File: src/rtl/ee354_project_pkg.sv
// Shared direction encoding for the snake game datapath.
// Used by the direction controller, the length DPU and the VGA renderer.
// Pure declarations: no latency, no flow control.
package ee354_project_pkg;

  localparam logic [1:0] DIR_UP    = 2'b00;
  localparam logic [1:0] DIR_DOWN  = 2'b01;
  localparam logic [1:0] DIR_LEFT  = 2'b10;
  localparam logic [1:0] DIR_RIGHT = 2'b11;

  // Two directions are opposite when they share an axis (bit 1) but differ in sense (bit 0).
  function automatic logic is_reverse(input logic [1:0] a, input logic [1:0] b);
    return (a[1] == b[1]) && (a[0] != b[0]);
  endfunction

endpackage

File: src/rtl/ee354_project_turn_fifo.sv
// Small synchronous FIFO of pending 2-bit turn directions.
// Latency: push visible on count/newest the cycle after the edge; head is combinational from storage.
// Backpressure: a push into a full queue is ignored unless a pop happens on the same edge.
module ee354_project_turn_fifo
  import ee354_project_pkg::*;
#(
  parameter int QDEPTH = 2
) (
  input  logic                     clk,
  input  logic                     reset,
  input  logic                     flush,
  input  logic                     push,
  input  logic [1:0]               push_dir,
  input  logic                     pop,
  output logic [1:0]               head,
  output logic [1:0]               newest,
  output logic [$clog2(QDEPTH):0]  count,
  output logic                     full,
  output logic                     empty
);

  localparam int PW = $clog2(QDEPTH);
  localparam int CW = PW + 1;

  logic [1:0]    mem [QDEPTH];
  logic [PW-1:0] wr_ptr;
  logic [PW-1:0] rd_ptr;
  logic [PW-1:0] newest_ptr;
  logic          push_ok;
  logic          pop_ok;

  assign full       = (count == CW'(QDEPTH));
  assign empty      = (count == '0);
  assign newest_ptr = wr_ptr - PW'(1);
  assign head       = mem[rd_ptr];
  assign newest     = mem[newest_ptr];

  // A pop frees a slot on the same edge, so a full queue can still take a push then.
  assign pop_ok  = pop && !empty;
  assign push_ok = push && (!full || pop_ok);

  // Pointer and occupancy bookkeeping; pointers wrap naturally since QDEPTH is a power of 2.
  always_ff @(posedge clk) begin
    if (reset || flush) begin
      wr_ptr <= '0;
      rd_ptr <= '0;
      count  <= '0;
    end else begin
      if (push_ok) wr_ptr <= wr_ptr + PW'(1);
      if (pop_ok)  rd_ptr <= rd_ptr + PW'(1);
      case ({push_ok, pop_ok})
        2'b10:   count <= count + CW'(1);
        2'b01:   count <= count - CW'(1);
        default: count <= count;
      endcase
    end
  end

  // Entry storage; contents are only meaningful below count, so no reset is needed.
  always_ff @(posedge clk) begin
    if (push_ok) mem[wr_ptr] <= push_dir;
  end

endmodule

File: src/rtl/ee354_project_dirn_ctrl.sv
// Button-to-direction front end: queued, reversal-filtered turns plus the move tick (Speed_Clk).
// Latency: Speed_Clk one cycle after the counter wraps; Curr_Dirn updates on the same edge as Speed_Clk rises.
// Backpressure: none upstream; a valid turn arriving at a full queue without a pop is dropped and flagged on Turn_Drop.
// Optional SPEEDUP_EN: move period shrinks with snake Length, clamped at MIN_PERIOD.
module ee354_project_dirn_ctrl
  import ee354_project_pkg::*;
#(
  parameter int BASE_PERIOD = 25_000_000,
  parameter int MIN_PERIOD  = 6_250_000,
  parameter int STEP        = 500_000,
  parameter int QDEPTH      = 2,
  parameter int CNT_W       = 26
) (
  input  logic                     Clk,
  input  logic                     Reset,
  input  logic                     q_Run,
  input  logic                     BtnU,
  input  logic                     BtnD,
  input  logic                     BtnL,
  input  logic                     BtnR,
  input  logic [7:0]               Length,
  output logic                     Speed_Clk,
  output logic [1:0]               Curr_Dirn,
  output logic                     Turn_Drop,
  output logic [$clog2(QDEPTH):0]  Q_Count
);

  logic [CNT_W-1:0] counter;
  logic [CNT_W-1:0] period;
  logic [CNT_W-1:0] next_period;
  logic             run_d;
  logic             wrap;

  logic             press_vld;
  logic [1:0]       press_dir;
  logic [1:0]       ref_dir;
  logic             accept;
  logic             pop;
  logic             drop;

  logic [1:0]       fifo_head;
  logic [1:0]       fifo_newest;
  logic             fifo_full;
  logic             fifo_empty;

  // The interval ends when the counter reaches the last count of the latched period.
  assign wrap = q_Run && (counter == period - CNT_W'(1));
  assign pop  = wrap && !fifo_empty;

  // Pick a single press with fixed priority U > D > L > R.
  always_comb begin
    press_vld = BtnU | BtnD | BtnL | BtnR;
    press_dir = DIR_UP;
    if (BtnU)      press_dir = DIR_UP;
    else if (BtnD) press_dir = DIR_DOWN;
    else if (BtnL) press_dir = DIR_LEFT;
    else if (BtnR) press_dir = DIR_RIGHT;
  end

  // Filter against the direction the snake will be heading when this turn executes.
  always_comb begin
    ref_dir = fifo_empty ? Curr_Dirn : fifo_newest;
    accept  = q_Run && press_vld && (press_dir != ref_dir) && !is_reverse(press_dir, ref_dir);
    drop    = accept && fifo_full && !pop;
  end

`ifdef SPEEDUP_EN
  logic [31:0] len32;
  logic [31:0] dec32;
  logic [31:0] per32;

  // Shorten the move period by STEP per segment past 3, never below MIN_PERIOD.
  always_comb begin
    len32 = (Length < 8'd3) ? 32'd3 : {24'd0, Length};
    dec32 = (len32 - 32'd3) * 32'(STEP);
    if ((dec32 >= 32'(BASE_PERIOD)) || ((32'(BASE_PERIOD) - dec32) < 32'(MIN_PERIOD)))
      per32 = 32'(MIN_PERIOD);
    else
      per32 = 32'(BASE_PERIOD) - dec32;
    next_period = per32[CNT_W-1:0];
  end
`else
  // Fixed-speed build: Length has no effect on the tick.
  logic unused_length;
  assign unused_length = ^Length;
  assign next_period   = CNT_W'(BASE_PERIOD);
`endif

  // Latch the period only at interval boundaries so a Length change never stretches a move in flight.
  always_ff @(posedge Clk) begin
    if (Reset) begin
      period <= CNT_W'(BASE_PERIOD);
      run_d  <= 1'b0;
    end else begin
      run_d <= q_Run;
      if (q_Run && (!run_d || wrap)) period <= next_period;
    end
  end

  // Move-interval counter; parked at zero while the game is not running.
  always_ff @(posedge Clk) begin
    if (Reset || !q_Run || wrap) counter <= '0;
    else                         counter <= counter + CNT_W'(1);
  end

  // Registered tick and drop pulses, plus the committed direction updated with the tick.
  always_ff @(posedge Clk) begin
    if (Reset) begin
      Speed_Clk <= 1'b0;
      Turn_Drop <= 1'b0;
      Curr_Dirn <= DIR_UP;
    end else begin
      Speed_Clk <= wrap;
      Turn_Drop <= drop;
      if (pop) Curr_Dirn <= fifo_head;
    end
  end

  ee354_project_turn_fifo #(
    .QDEPTH (QDEPTH)
  ) u_turn_fifo (
    .clk      (Clk),
    .reset    (Reset),
    .flush    (!q_Run),
    .push     (accept),
    .push_dir (press_dir),
    .pop      (pop),
    .head     (fifo_head),
    .newest   (fifo_newest),
    .count    (Q_Count),
    .full     (fifo_full),
    .empty    (fifo_empty)
  );

endmodule
File: config.mk
export PLATFORM = sky130hd
export DESIGN_NAME = ee354_project_dirn_ctrl
export DESIGN_NICKNAME = d
export VERILOG_FILES = /design/src/rtl/ee354_project_pkg.sv /design/src/rtl/ee354_project_turn_fifo.sv /design/src/rtl/ee354_project_dirn_ctrl.sv
export SDC_FILE = /design/constraint.sdc
export NUM_CORES = 1
export LEC_CHECK = 0
export BUFFER_PORTS_ARGS = -buffer_cell sky130_fd_sc_hd__buf_2
export CORE_MARGIN = 5
export CORE_UTILIZATION = 60
export DETAILED_ROUTE_END_ITERATION = 8
export PLACE_DENSITY = 0.79
export SLEW_MARGIN = 20
export SYNTH_ARGS = -nofsm -noshare
export SYNTH_HDL_FRONTEND = slang
export SYNTH_SLANG_ARGS = --single-unit
File: constraint.sdc
create_clock -name Clk -period 4.89 [get_ports Clk]
set_input_delay 0.978 -clock Clk [delete_from_list [all_inputs] [get_ports Clk]]
set_output_delay 0.978 -clock Clk [all_outputs]
set_load 0.05 [all_outputs]
==> flow_summary.json <==
{
  "ff2ff_path_depth": 5,
  "yosys.cell_types.count": 37,
  "ys.flop_type": "dfxtp_1",
  "fp.dieW_um": 63.8,
  "wl_per_cell_um": 13.4,
  "synth_seq_cells": 38,
  "yosys_warnings": 0,
  "critPathLaunchType": "input pin",
  "p_seq_frac": 0.626,
  "clock-sinks": 38,
  "hold_viol_final": 0,
  "synthTopCellsByArea": "dfxtp_1 39%, nor2_1 9.1%, xor2_1 7.6%",
  "io_buffers": 12,
  "via_per_inst": 5.71,
  "leakagePower_nw": 0.633,
  "fin_crit_sh": 0.526,
  "synth_top_area_share": 0.392,
  "placed_cells": 226,
  "first_pass_iters": 4,
  "rsz0062_at_grt": "no",
  "insertion_delay_ns": 0.34,
  "drt_iter0_markers": 71,
  "synth-seq-area-share": 0.461,
  "cellPowerDensity_mw_per_mm2": 275,
  "drc_errors": 0,
  "worst_hold_slack_ns": 0.485,
  "synth_area_mm2": 0.00174,
  "cts_hold_buf": 0,
  "dieArea_mm2": 0.00407,
  "async_reset_ff_frac": 0,
  "peakVddDrop_v": 0.000243,
  "dp_slack_ns": 1.95,
  "fp.coreArea_mm2": 0.00276,
  "grt-ovfl-total": 0,
  "grt_antenna_before_repair": 0,
  "worstPathRequired_ns": 5.08,
  "synth_edf_count": 4,
  "drv_cap": 0,
  "tritoncts": "yes",
  "cp_data_arrival_time_ns": 2.77,
  "criticalPathCategory": "in -> reg",
  "num_io_pins": 21,
  "row_count": 19,
  "combPwrFrac": 0.043,
  "ctsResizeCount": 0,
  "fmax_mhz": 389,
  "dp_hpwl_um": 2300,
  "initial_core_util": 0.630,
  "cts_made_buffers": 5,
  "track_usage": 0.173,
  "ant_nets": 0,
  "crit_fanout": 27,
  "syn_area_per_cell_um2": 9.29,
  "fin_crit_ns": 2.57,
  "areaGrowthSynthToFinish_pct": 6.62,
  "layoutNonFillerInstCount": 234,
  "drt-total-wl_um": 3140,
  "setup_violations": 0,
  "max_slew.worst_pin.slew_ns": 1.01,
  "synth_nets": 203,
  "postPlaceCellArea_mm2": 0.00179,
  "grt_pass1_wl_um": 5620,
  "final_area_mm2": 0.00185,
  "skew_ns": 0.00396,
  "p_int_mw": 0.394,
  "htreeDepth": 2,
  "fin_tns_setup_ns": 0,
  "root_buffer": "clkbuf_4",
  "slew_headroom": 0.325,
  "cp-end-kind": "flip-flop",
  "power_frac_clock": 0.331,
  "drive_gt1_frac": 0.158,
  "n_antenna_cell": 0,
  "power.share.switching": 0.226,
  "synth_cells": 187,
  "die_y_um": 63.8,
  "yosys.area.top_type": "dfxtp_1",
  "cts_max_path_buffers": 2,
  "cts_setup_buffers": 0,
  "nFillCells": 232,
  "worst_slack_ns": 2.32,
  "drv_slew": 0,
  "hold_path.class": "reg -> reg",
  "grt_start_max_net_pins": 28,
  "clk_pin_slew_ns": 0.10,
  "grt_pass1_vias": 1358,
  "num-nets-final": 218,
  "min_path_cells": 1,
  "place.gp.congestion": 0.805,
  "vias": 1337,
  "p_switching_mw": 0.115,
  "outcome": "finished clean"
}
flip-flops by register name (all words and copies together), names as in the netlist:
register            cells
Turn_Drop               1
Speed_Clk               1
u_turn_fifo.rd_ptr      1
u_turn_fifo.mem         4
u_turn_fifo.count       2
counter                26
Curr_Dirn               2
u_turn_fifo.wr_ptr      1
power by group through the flow:
stage | Clock (mW) | Combinational [mW] | Sequential (mW)
after floorplan | 0 | 0.0160 | 0.327
after global placement | 0 | 0.0204 | 0.326
after detailed placement | 0 | 0.0216 | 0.326
after CTS | 0.175 | 0.0217 | 0.319
after global routing | 0.191 | 0.0241 | 0.319
final | 0.168 | 0.0217 | 0.319
kinds of logic (layout without fill, tap and decap cells):
logic type,Yosys count,count (layout),share of synthesized area
buffers and inverters,9,25,0.0360
AND/OR/NAND/NOR,99,99,0.294
XOR/XNOR,26,26,0.131
flip-flops,38,38,0.461
multiplexers,5,5,0.0317
AO/OA/AOI/OAI,9,9,0.0396
adder cells (fa/ha/maj),1,1,0.00720
stage by stage:
step,power [mW],utilization
4_1_cts,0.515,0.672
6_report,0.509,0.672
3_5_place_dp,0.347,0.650
3_3_place_gp,0.346,0.650
2_1_floorplan,0.343,-
5_1_grt,0.535,0.672
per-layer routing:
metal,vias up,routed length (um),share of wire,track usage
li1,668,-,-,-
met1,629,1290,0.41,0.181
met2,33,1560,0.50,0.309
met3,7,217,0.069,0.0613
met4,0,61,0.019,0.0753
met5,-,0,0,0
critical path: stages:
cell and delay (ns):
buf_2 0.11, and4bb_2 0.24, nand4_2 0.10, or3_4 0.46
nand2b_1 0.73, nor2_1 0.13
cell type report:
cell class / instances / area (um^2) / area share
multi-input combinational: 140 / 875 / 0.472
clock inverter: 1 / 5.00 / 0.00270
sequential: 38 / 801 / 0.432
clock buffer: 7 / 55.1 / 0.0297
timing repair buffer: 12 / 60.1 / 0.0324
tap: 31 / 38.8 / 0.0209
inverter: 5 / 18.8 / 0.0101
synthesized netlist by cell type (all sizes together), types with 2 or more instances:
master and number:
inv 5, nand2 9, nor2 44, or3 3, nand4 8, nor4 4, nand2b 2, xnor2 11
or2 2, buf 3, edfxtp 4, a211oi 2, xor2 15, nor3 6, dfxtp 34, and3 5
mux2i 4, nand3 11, a21oi 4, nor4b 2
cell usage in the layout (no fill, tap or decap), types with 2 or more instances in the layout:
master / instances
a211oi_1: 2
a21oi_1: 4
and3_1: 3
and3_2: 2
buf_2: 12
clkbuf_4: 5
dfxtp_1: 34
edfxtp_1: 4
inv_1: 5
mux2i_1: 3
nand2_1: 9
nand2b_1: 2
nand3_1: 11
nand4_1: 7
nor2_1: 42
nor3_1: 6
nor4_1: 4
nor4b_1: 2
or3_4: 2
xnor2_1: 11
xor2_1: 15
path summary, 6_finish.rpt:
check / slack, ns / end / startpoint
max: 2.32 / counter[7] / q_Run
min: 0.48 / counter[0] / counter[0]
max reg2reg: 2.38 / counter[7] / counter[11]
min reg2reg: 0.48 / counter[0] / counter[0]
Power figures use the tool's default switching activity.
